==> config.mk <==
export PLATFORM = sky130hd
export DESIGN_NAME = pcm_addr_demux
export DESIGN_NICKNAME = d
export VERILOG_FILES = /design/src/rtl/pcm_pkg.sv /design/src/rtl/pcm_addr_chan.sv /design/src/rtl/pcm_addr_demux.sv
export SDC_FILE = /design/constraint.sdc
export NUM_CORES = 1
export LEC_CHECK = 0
export CAP_MARGIN = 20
export CORE_MARGIN = 4
export CORE_UTILIZATION = 51
export DETAILED_ROUTE_END_ITERATION = 16
export GPL_ROUTABILITY_DRIVEN = 0
export HOLD_SLACK_MARGIN = 0.05
export PLACE_DENSITY = 0.79
export SETUP_SLACK_MARGIN = 0.02
export SLEW_MARGIN = 10
export SYNTH_ARGS = -nofsm -noshare
export SYNTH_HDL_FRONTEND = slang
export SYNTH_SLANG_ARGS = --single-unit
==> constraint.sdc <==
create_clock -name CLK -period 7.6 [get_ports CLK]
set_input_delay 1.14 -clock CLK [delete_from_list [all_inputs] [get_ports CLK]]
set_output_delay 1.14 -clock CLK [all_outputs]
set_load 0.05 [all_outputs]
==> src/rtl/pcm_pkg.sv <==
// Shared definitions for the multiplexed ADPCM address demultiplexer.
// Holds the synchroniser depth, the latency counter width and the channel FSM states.
package pcm_pkg;

  localparam int SYNC_DEPTH = 2;
  localparam int CNT_W      = 4;

  typedef enum logic {
    WAIT_LO = 1'b0,
    WAIT_HI = 1'b1
  } pcm_state_t;

endpackage

==> src/rtl/pcm_addr_chan.sv <==
// One multiplexed ADPCM address channel: MPX synchroniser, low/high phase FSM,
// read-latency down-counter and registered ROM return byte.
//
//   state   | meaning
//   --------+-------------------------------------------------------------
//   WAIT_LO | idle; expecting an MPX rise that carries the low address half
//   WAIT_HI | low half held; expecting an MPX fall that carries the high half
module pcm_addr_chan
  import pcm_pkg::*;
#(
  parameter  int SIDE_W = 4,
  parameter  int RD_LAT = 4,
  localparam int HALF_W = 8 + SIDE_W,
  localparam int AW     = 2 * HALF_W
) (
  input  logic              clk,
  input  logic              rst,
  input  logic              mpx,
  input  logic [7:0]        ad_in,
  input  logic [SIDE_W-1:0] side,
  input  logic              oe_n,
  input  logic [7:0]        rom_data,
  output logic [AW-1:0]     addr,
  output logic              addr_stb,
  output logic [7:0]        ad_out,
  output logic              drv_en,
  output logic              seq_err
);

  // RD_LAT must lie in 1..15 so it fits the counter and never loads as idle.
  localparam logic [CNT_W-1:0] LAT_LOAD = CNT_W'(RD_LAT);
  localparam logic [CNT_W-1:0] CNT_ONE  = CNT_W'(1);

  logic [SYNC_DEPTH-1:0]             mpx_sync;
  logic                              mpx_hist;
  logic [SYNC_DEPTH:0]               sync_vld;
  logic [SYNC_DEPTH-1:0][HALF_W-1:0] dat_pipe;
  logic                              mpx_now;

  logic              ev_rise;
  logic              ev_fall;
  logic [HALF_W-1:0] ev_dat;

  pcm_state_t state_q;
  pcm_state_t state_d;
  logic       lo_ld;
  logic       addr_ld;
  logic       err_set;

  logic [HALF_W-1:0] lo;
  logic [CNT_W-1:0]  cnt;
  logic              dvalid;

  assign mpx_now = mpx_sync[SYNC_DEPTH-1];

  // Data rides alongside MPX so each phase sees the bus value from the edge
  // where the first sync stage picked up the new level. sync_vld stops the
  // first samples after reset from being mistaken for an edge.
  always_ff @(posedge clk or posedge rst) begin
    if (rst) begin
      mpx_sync <= '0;
      mpx_hist <= 1'b0;
      sync_vld <= '0;
      dat_pipe <= '0;
      ev_rise  <= 1'b0;
      ev_fall  <= 1'b0;
      ev_dat   <= '0;
    end else begin
      mpx_sync <= {mpx_sync[SYNC_DEPTH-2:0], mpx};
      mpx_hist <= mpx_now;
      sync_vld <= {sync_vld[SYNC_DEPTH-1:0], 1'b1};
      dat_pipe <= {dat_pipe[SYNC_DEPTH-2:0], {side, ad_in}};
      ev_rise  <= sync_vld[SYNC_DEPTH] & mpx_now & ~mpx_hist;
      ev_fall  <= sync_vld[SYNC_DEPTH] & ~mpx_now & mpx_hist;
      ev_dat   <= dat_pipe[SYNC_DEPTH-1];
    end
  end

  always_ff @(posedge clk or posedge rst) begin
    if (rst) state_q <= WAIT_LO;
    else     state_q <= state_d;
  end

  always_comb begin
    state_d = state_q;
    lo_ld   = 1'b0;
    addr_ld = 1'b0;
    err_set = 1'b0;
    if (ev_rise) begin
      lo_ld   = 1'b1;
      state_d = WAIT_HI;
    end else if (ev_fall) begin
      if (state_q == WAIT_HI) begin
        addr_ld = 1'b1;
        state_d = WAIT_LO;
      end else begin
        err_set = 1'b1;
      end
    end
  end

  always_ff @(posedge clk or posedge rst) begin
    if (rst) begin
      lo       <= '0;
      addr     <= '0;
      addr_stb <= 1'b0;
      seq_err  <= 1'b0;
    end else begin
      addr_stb <= addr_ld;
      seq_err  <= seq_err | err_set;
      if (lo_ld)   lo   <= ev_dat;
      if (addr_ld) addr <= {ev_dat, lo};
    end
  end

  // A rise landing on the same edge the counter expires wins: capture dropped.
  always_ff @(posedge clk or posedge rst) begin
    if (rst) begin
      cnt    <= '0;
      ad_out <= '0;
      dvalid <= 1'b0;
    end else if (ev_rise) begin
      cnt    <= '0;
      dvalid <= 1'b0;
    end else if (addr_ld) begin
      cnt <= LAT_LOAD;
    end else if (cnt == CNT_ONE) begin
      cnt    <= '0;
      ad_out <= rom_data;
      dvalid <= 1'b1;
    end else if (cnt != '0) begin
      cnt <= cnt - CNT_ONE;
    end
  end

  // Left combinational so the bus can be released in the same cycle nOE rises.
  assign drv_en = dvalid & ~oe_n;

endmodule

==> src/rtl/pcm_addr_demux.sv <==
// Demultiplexes NCH independent ADPCM address buses into full V ROM addresses
// and returns the ROM byte after a fixed read latency.
module pcm_addr_demux
  import pcm_pkg::*;
#(
  parameter  int NCH    = 2,
  parameter  int SIDE_W = 4,
  parameter  int RD_LAT = 4,
  localparam int AW     = 2 * (8 + SIDE_W)
) (
  input  logic                    CLK,
  input  logic                    RESET,
  input  logic [NCH-1:0]          MPX,
  input  logic [NCH*8-1:0]        AD_IN,
  input  logic [NCH*SIDE_W-1:0]   SIDE,
  input  logic [NCH-1:0]          nOE,
  input  logic [NCH*8-1:0]        ROM_DATA,
  output logic [NCH*AW-1:0]       ADDR,
  output logic [NCH-1:0]          ADDR_STB,
  output logic [NCH*8-1:0]        AD_OUT,
  output logic [NCH-1:0]          DRV_EN,
  output logic [NCH-1:0]          SEQ_ERR
);

  for (genvar c = 0; c < NCH; c++) begin : g_chan
    pcm_addr_chan #(
      .SIDE_W (SIDE_W),
      .RD_LAT (RD_LAT)
    ) u_chan (
      .clk      (CLK),
      .rst      (RESET),
      .mpx      (MPX[c]),
      .ad_in    (AD_IN[8*c +: 8]),
      .side     (SIDE[SIDE_W*c +: SIDE_W]),
      .oe_n     (nOE[c]),
      .rom_data (ROM_DATA[8*c +: 8]),
      .addr     (ADDR[AW*c +: AW]),
      .addr_stb (ADDR_STB[c]),
      .ad_out   (AD_OUT[8*c +: 8]),
      .drv_en   (DRV_EN[c]),
      .seq_err  (SEQ_ERR[c])
    );
  end

endmodule

Word-level counts from Yosys, hierarchy flattened
Index checks and enable logic that the tools add are counted.

word-level totals
  flip-flop bits (word level) = 192
  input port bits = 46
  output and inout port bits = 70
  logic and storage cells = 104

operators by class
  add/subtract/negate cells = 2
  equality and inequality tests = 4
  mux-type cells = 32
  bitwise operators = 22
  reductions and logical operators = 12

operator list
  operator               count
  $mux W4                8
  $mux W1                24
  $reduce_bool A4 Y1     4
  $and A1 B1 Y1          10
  $not A1 Y1             10
  $eq A4 B1 Y1 const B   2
  $reduce_bool A2 Y1     4
  $sub A4 B1 Y4 const B  2
  $reduce_and A3 Y1      2
  $ne A2 B1 Y1 const B   2
  $reduce_and A2 Y1      2
  $or A1 B1 Y1           2

Logic depth before layout (Yosys ltp)
Gate-level depths: netlist of run 1.

  depth after elaboration = 5
  depth in mapped cells = 5
  mapped depth without buffers = 5

Hierarchy
A second synthesis of run 1 with hierarchy kept.

unflattened totals
  cells, all modules = 364
  area total of the unflattened synthesis = 6378.6 µm²

modules (own cells, without submodules)
  module         instances  cells an instance  area each (µm²)  sequential area each (µm²)
  pcm_addr_chan  2          182                3189.3           2402.3

Worst setup path before layout of run 1
No wires, ideal clock.

  path kind = input-to-output
  from = in nOE[0]
  to = out DRV_EN[0]
  arrival time = 1.402 ns
  data required time = 6.460 ns
  slack = 5.058 ns
  stages = 2
  buffers on the path = 1
  path through = nor2_1 -> buf_4

between the ends
  cells in the longest elaborated chain, start to end = 2

RTL lines
  what             RTL line              text
  start, declared  pcm_addr_demux.sv:16  input logic [NCH-1:0] nOE,
  $not A1 Y1       pcm_addr_chan.sv:137  assign drv_en = dvalid & ~oe_n;
  $and A1 B1 Y1    pcm_addr_chan.sv:137
  end, declared    pcm_addr_demux.sv:21  output logic [NCH-1:0] DRV_EN,

No other way between the ends.

Worst setup path after layout of run 1
  from = in nOE[1]
  to = out DRV_EN[1]

The elaborated chain is that of the path after synthesis.

==> results of run 1 <==
==> registers in the layout, indices dropped and copies added, names as in the netlist <==
| signal | flops |
|---|---|
| g_chan.u_chan.ev_fall | 2 |
| g_chan.u_chan.mpx_hist | 2 |
| g_chan.u_chan.cnt | 8 |
| g_chan.u_chan.lo | 24 |
| g_chan.u_chan.ad_out | 16 |
| g_chan.u_chan.sync_vld | 3 |
| g_chan.u_chan.addr_stb | 2 |
| g_chan.u_chan.dvalid | 2 |
| g_chan.u_chan.ev_rise | 2 |
| g_chan.u_chan.seq_err | 2 |
| g_chan.u_chan.addr | 48 |
| g_chan.u_chan.state_q | 2 |
| g_chan.u_chan.mpx_sync | 4 |
| g_chan.u_chan.ev_dat | 24 |
| g_chan.u_chan.dat_pipe | 48 |
==> cells by family after synthesis <==
| kind of cell | Yosys count | synth area share, % |
|---|---|---|
| flip-flops | 189 | 74.9 |
| multiplexers | 90 | 16.5 |
| AND/OR/NAND/NOR | 35 | 3.07 |
| buffers and inverters | 28 | 2.34 |
| AO/OA/AOI/OAI | 16 | 1.90 |
| adder cells (fa/ha/maj) | 6 | 1.19 |
| other | 1 | 0.0594 |
==> cell usage in the layout (no fill, tap or decap), drive strengths merged, types with 2 or more instances in the layout <==
master / n
nand3b: 2
nor2b: 2
nor2: 13
a21o: 3
mux2i: 2
o21ai: 3
o31ai: 2
bufinv: 2
nor3: 4
buf: 4
ha: 6
clkinvlp: 2
mux2: 88
clkinv: 2
clkdlybuf4s50: 115
nand2: 4
or4b: 3
nand2b: 2
clkbuf: 22
inv: 17
a211oi: 3
dfrtp: 189
==> how the worst max path moves through the flow <==
stage | slack, ns | to | startpoint
2_1_floorplan | 1.32 | g_chan[0].u_chan.ad_out[0] | RESET
3_3_place_gp | 4.03 | DRV_EN[0] | nOE[0]
5_1_grt | 3.95 | DRV_EN[0] | nOE[0]
6_report | 4.00 | DRV_EN[1] | nOE[1]
3_5_place_dp | 4.01 | DRV_EN[1] | nOE[1]
4_1_cts | 3.99 | DRV_EN[1] | nOE[1]
==> final cells by class <==
type / instances / share of cell area [%]
clock inverter: 10 / 1.50
timing repair buffer: 119 / 14.6
tap: 168 / 2.55
inverter: 13 / 0.683
clock buffer: 22 / 5.99
sequential: 189 / 57.3
multi-input combinational: 148 / 17.4
==> worst register-to-register path, cell delays in order (launching register included) <==
cell and delay, ns:
dfrtp_1 0.66, a21o_4 0.35, or4b_4 0.63, mux2_4 0.34
==> layer usage <==
metal  vias to the layer above  track usage [%]
li1                       1481                -
met1                      1671             18.8
met2                        74             26.4
met3                        13             5.70
met4                         0             6.30
met5                         -                0
==> report_power, final <==
group	internal [mW]	switching [mW]
combinational	0.478	0.740
sequential	1.22	0.130
clock	0.533	0.365
total	2.24	1.24
==> flow_metrics.tcl, run 1 <==
set metrics [dict create \
    r2r_cells 3 \
    grt_pass1_wl_um 17300 \
    syn_area_per_cell_um2 17.3 \
    synthesis.nets 417 \
    async_reset_ff_share_pct 100 \
    report.final.hold_viol_count 0 \
    hold_depth 0 \
    ir_worst_vdd_mv 0.228 \
    ys_warn_count 0 \
    place_area_mm2 0.00760 \
    drv_cap 0 \
    track_usage_pct 15.8 \
    syn2layout_area_growth_pct 30.7 \
    cts_tree "yes" \
    first_pass_iters 4 \
    met2WireLength_um 5480 \
    num_vias 3239 \
    clk_path_buf_depth 2 \
    final_nets 540 \
    clock-root-buffer "clkbuf_16" \
    yosysUniqueCellTypes 34 \
    post_cts_buffers 0 \
    synthCells 365 \
    nFillCells 824 \
    hold_buffers 0 \
    status "complete, no violations" \
    end_kind "output port" \
    path_clk_slew_ns 0.06 \
    dieWidth_um 119 \
    critical_path_arrival_ns 2.46 \
    place_inst 636 \
    first_iter_violations 118 \
    fin_crit_ns 3.60 \
    synth-seq-cells 189 \
    synth-main-ff-cell "dfrtp_1" \
    top_layer "met4" \
    viasPerCell 4.84 \
    dieArea_mm2 0.0142 \
    critPathKind "input pin to output port" \
    met1_length_um 4270 \
    htreeDepth 4 \
    power_density_mw_per_mm2 421 \
    start_kind "input pin" \
    r2r-end "g_chan[0].u_chan.ad_out[7]" \
    grt_start_max_net_pins 102 \
    start_util_pct 52.3 \
    io_pins 116 \
    post-synth-top-count-cell "dfrtp_1" \
    regArea_mm2 0.00473 \
    finalWorstSetupSlack_ns 4.00 \
    total_power_mw 3.47 \
    synth-edff-count 0 \
    layout-drive-gt1-share_pct 25.7 \
    synth_area_leaders "dfrtp_1 75%, mux2_2 14%, mux2_4 1.9%" \
    synth_area_mm2 0.00631 \
    cts_resized 0 \
    cp.depth 3 \
    cts_buffers 17 \
    port_buffers 115 \
    grt-ovfl-total 0 \
    critPathSlowestCell "clkdlybuf4s50_1" \
    path_buf_inv 2 \
    holdWs_ns 0.347 \
    yosys.area.top_type "dfrtp_1" \
    grt_pass1_vias 3438 \
    fin_worst_skew_ns 0.00584 \
    yosys-top-cells-count "189 x dfrtp_1, 80 x mux2_2, 13 x inv_1, 13 x nor2_1, 8 x mux2_4" \
    diodes 0 \
    crit_chain "clkdlybuf4s50_1 -> nor2_1 -> clkdlybuf4s50_1" \
    hold_end "g_chan[0].u_chan.ev_dat[9]" \
    period_share_pct 47.4 \
    wl_met3_um 513 \
    min_from "g_chan[0].u_chan.dat_pipe[21]" \
    worstReg2RegStart "g_chan[0].u_chan.ev_rise" \
    final_cells 669 \
    synth_top_area_share_pct 74.9 \
    wirelength_um 10400 \
    fin_tns_setup_ns 0 \
    die_h_um 119 \
    setup_viol 0 \
    min-delay-path-class "flip-flop to flip-flop" \
    crit_fanout 1 \
    leakagePower_nw 3.68 \
    rows 40 \
    postRouteAntennaNets 0 \
    multiInputGateArea_mm2 0.00143 \
    core_mm2 0.0121 \
    crit_family "buffers and inverters" \
    clock_sinks 189 \
    drv_slew 0 \
    yosysSeqAreaShare_pct 74.9 \
    drc 0 \
    stdcell_area_mm2 0.00825 \
    cp_common_cell "clkdlybuf4s50_1" \
    pre_cts_ws_ns 4.01 \
    dp_hpwl_um 6850 \
    max_stage_delay_ns 0.81 \
    worstSkewPairLatency_ns 0.42 \
    regToRegSetupSlack_ns 5.50 \
    clock.fmax_mhz 277 \
    worst_pin_slew_ns 0.802 \
    maxSlewHeadroom_pct 46.5 \
    final_util_pct 68.4 \
    wl_per_cell_um 15.6 \
    critPathRequiredTime_ns 6.46 \
    rsz0062_at_grt "false" \
    antenna_found_initial 0 \
]
No activity file was read; power rests on OpenSTA's default activity.
==> run 2: changes to the inputs <==
==> constraint.sdc (replaced) <==
create_clock -name CLK -period 3.7 [get_ports CLK]
set_input_delay 0.555 -clock CLK [delete_from_list [all_inputs] [get_ports CLK]]
set_output_delay 0.555 -clock CLK [all_outputs]
set_load 0.05 [all_outputs]
==> flow_metrics.tcl, run 2 (synthesis gave the netlist of run 1 again) <==
set metrics [dict create \
    final_cell_mix "189 x dfrtp_1, 115 x clkdlybuf4s50_1, 80 x mux2_2, 17 x clkbuf_16, 13 x nor2_1" \
    layout_commonest_cell "dfrtp_1" \
    cp_common_cell "clkdlybuf4s50_1" \
    power_density_mw_per_mm2 879 \
    drv_cap 0 \
    pre_cts_ws_ns 1.31 \
    maxSlewHeadroom_pct 46.9 \
    start_util_pct 52.3 \
    p_seq_share_pct 37.9 \
    fin_tns_setup_ns 0 \
    final_nets 541 \
    rsz0062_at_grt "false" \
    crit_fanout 1 \
    critPathSlowestCell "clkdlybuf4s50_1" \
    end_kind "output port" \
    power.share.clock_pct 27.8 \
    clock.fmax_mhz 417 \
    start_kind "input pin" \
    core_mm2 0.0121 \
    worst_pin_slew_ns 0.796 \
    fin_crit_ns 2.40 \
    drc 0 \
    post_cts_buffers 0 \
    clock_sinks 189 \
    cts_resized 0 \
    max_stage_delay_ns 0.80 \
    htreeDepth 4 \
    reg.largest.list "g_chan.u_chan.addr (48), g_chan.u_chan.dat_pipe (48)" \
    first_pass_iters 5 \
    drv_slew 0 \
    num_vias 3241 \
    p_sw_mw 2.50 \
    period_share_pct 64.8 \
    grt_pass1_wl_um 17900 \
    io_pins 116 \
    dieWidth_um 119 \
    wl_per_cell_um 15.6 \
    critPathRequiredTime_ns 3.14 \
    nFillCells 818 \
    postRouteAntennaNets 0 \
    hold_buffers 0 \
    dp_hpwl_um 7050 \
    wirelength_um 10500 \
    setup_viol 0 \
    cell_internal_pwr_mw 4.82 \
    first_iter_violations 136 \
    viasPerCell 4.84 \
    layout-drive-gt1-share_pct 25.5 \
    die_h_um 119 \
    rows 40 \
    stdcell_area_mm2 0.00833 \
    critical_path_arrival_ns 1.84 \
    grt_pass1_vias 3540 \
    grt_start_max_net_pins 76 \
    place_area_mm2 0.00765 \
    clk_path_buf_depth 2 \
    cts_tree "yes" \
    cts_buffers 17 \
    clock-root-buffer "clkbuf_16" \
    track_usage_pct 16.3 \
    report.final.hold_viol_count 0 \
    fin_worst_skew_ns 0.00547 \
    critPathKind "input pin to output port" \
    finalWorstSetupSlack_ns 1.30 \
    crit_chain "clkdlybuf4s50_1 -> nor2_1 -> clkdlybuf4s50_1" \
    diodes 0 \
    combPwrFrac_pct 34.3 \
    grt-ovfl-total 0 \
    worstSkewPairLatency_ns 0.42 \
    leakagePower_nw 3.71 \
    final_cells 669 \
    port_buffers 115 \
    path_clk_slew_ns 0.06 \
    place_inst 638 \
    swShare_pct 34.2 \
    antenna_found_initial 0 \
    status "complete, no violations" \
    dieArea_mm2 0.0142 \
    syn2layout_area_growth_pct 32.0 \
    total_power_mw 7.32 \
    min-delay-path-class "flip-flop to flip-flop" \
    ir_worst_vdd_mv 0.459 \
]
-- run 2: cell count changes in the layout (fill, tap and decap cells not counted) --
cell | before | now
bufinv_16 | 2 | 6
buf_12 | 0 | 3
inv_6 | 4 | 1
clkbuf_8 | 5 | 3
buf_16 | 1 | 0
buf_4 | 3 | 2
clkbuf_1 | 0 | 1
clkinv_4 | 1 | 0
clkinvlp_4 | 2 | 3
inv_8 | 1 | 0
-- run 2: worst paths after layout --
path	cells past startpoint	end	slack (ns)	from
max in group asynchronous	4	g_chan[1].u_chan.ad_out[3]	2.19	RESET
min	0	g_chan[0].u_chan.sync_vld[2]	0.35	g_chan[1].u_chan.sync_vld[1]
max	3	DRV_EN[0]	1.30	nOE[0]
min in group asynchronous	2	g_chan[0].u_chan.dat_pipe[9]	0.61	RESET
max reg2reg	3	g_chan[0].u_chan.ad_out[1]	1.60	g_chan[0].u_chan.ev_rise
min reg2reg	0	g_chan[0].u_chan.sync_vld[2]	0.35	g_chan[1].u_chan.sync_vld[1]
-- run 2: cell type report --
class / count / area, um2 / area share (%)
clock inverters: 10 / 209 / 2.51
flip-flops and latches: 189 / 4730 / 56.8
clock buffers: 21 / 470 / 5.65
inverters: 13 / 52.6 / 0.631
well taps: 168 / 210 / 2.52
repair buffers: 120 / 1230 / 14.7
multi-input cells: 148 / 1430 / 17.2
-- run 2: routing by layer --
layer  share of wire (%)  GRT usage (%)  up-vias
li1                    -              -     1481
met1                  41           19.0     1660
met2                  53           28.0       78
met3                 4.1           4.46       22
met4                 2.4           7.82        0
met5                   0              0        -
-- run 2: power groups by stage --
stage	Clock [mW]	Sequential, mW	Combinational (mW)
3_5_place_dp	0	2.82	2.53
4_1_cts	2.08	2.79	2.54
5_1_grt	2.16	2.84	2.63
3_3_place_gp	0	2.79	2.47
6_report	2.04	2.78	2.51
2_1_floorplan	0	3.78	0.709
-- run 2: stage by stage --
| stage | util (%) | hold slack, ns |
|---|---|---|
| after floorplan | - | 0.331 |
| after global placement | 63.4 | 0.332 |
| after detailed placement | 63.4 | 0.335 |
| after CTS | 69.1 | 0.349 |
| after global routing | 69.1 | 0.352 |
| final | 69.1 | 0.348 |
-- run 2: worst max-delay path, delay by kind of cell --
kind,cells,cell delay [ns]
AND/OR/NAND/NOR,1,0.08
buffers and inverters,2,1.20
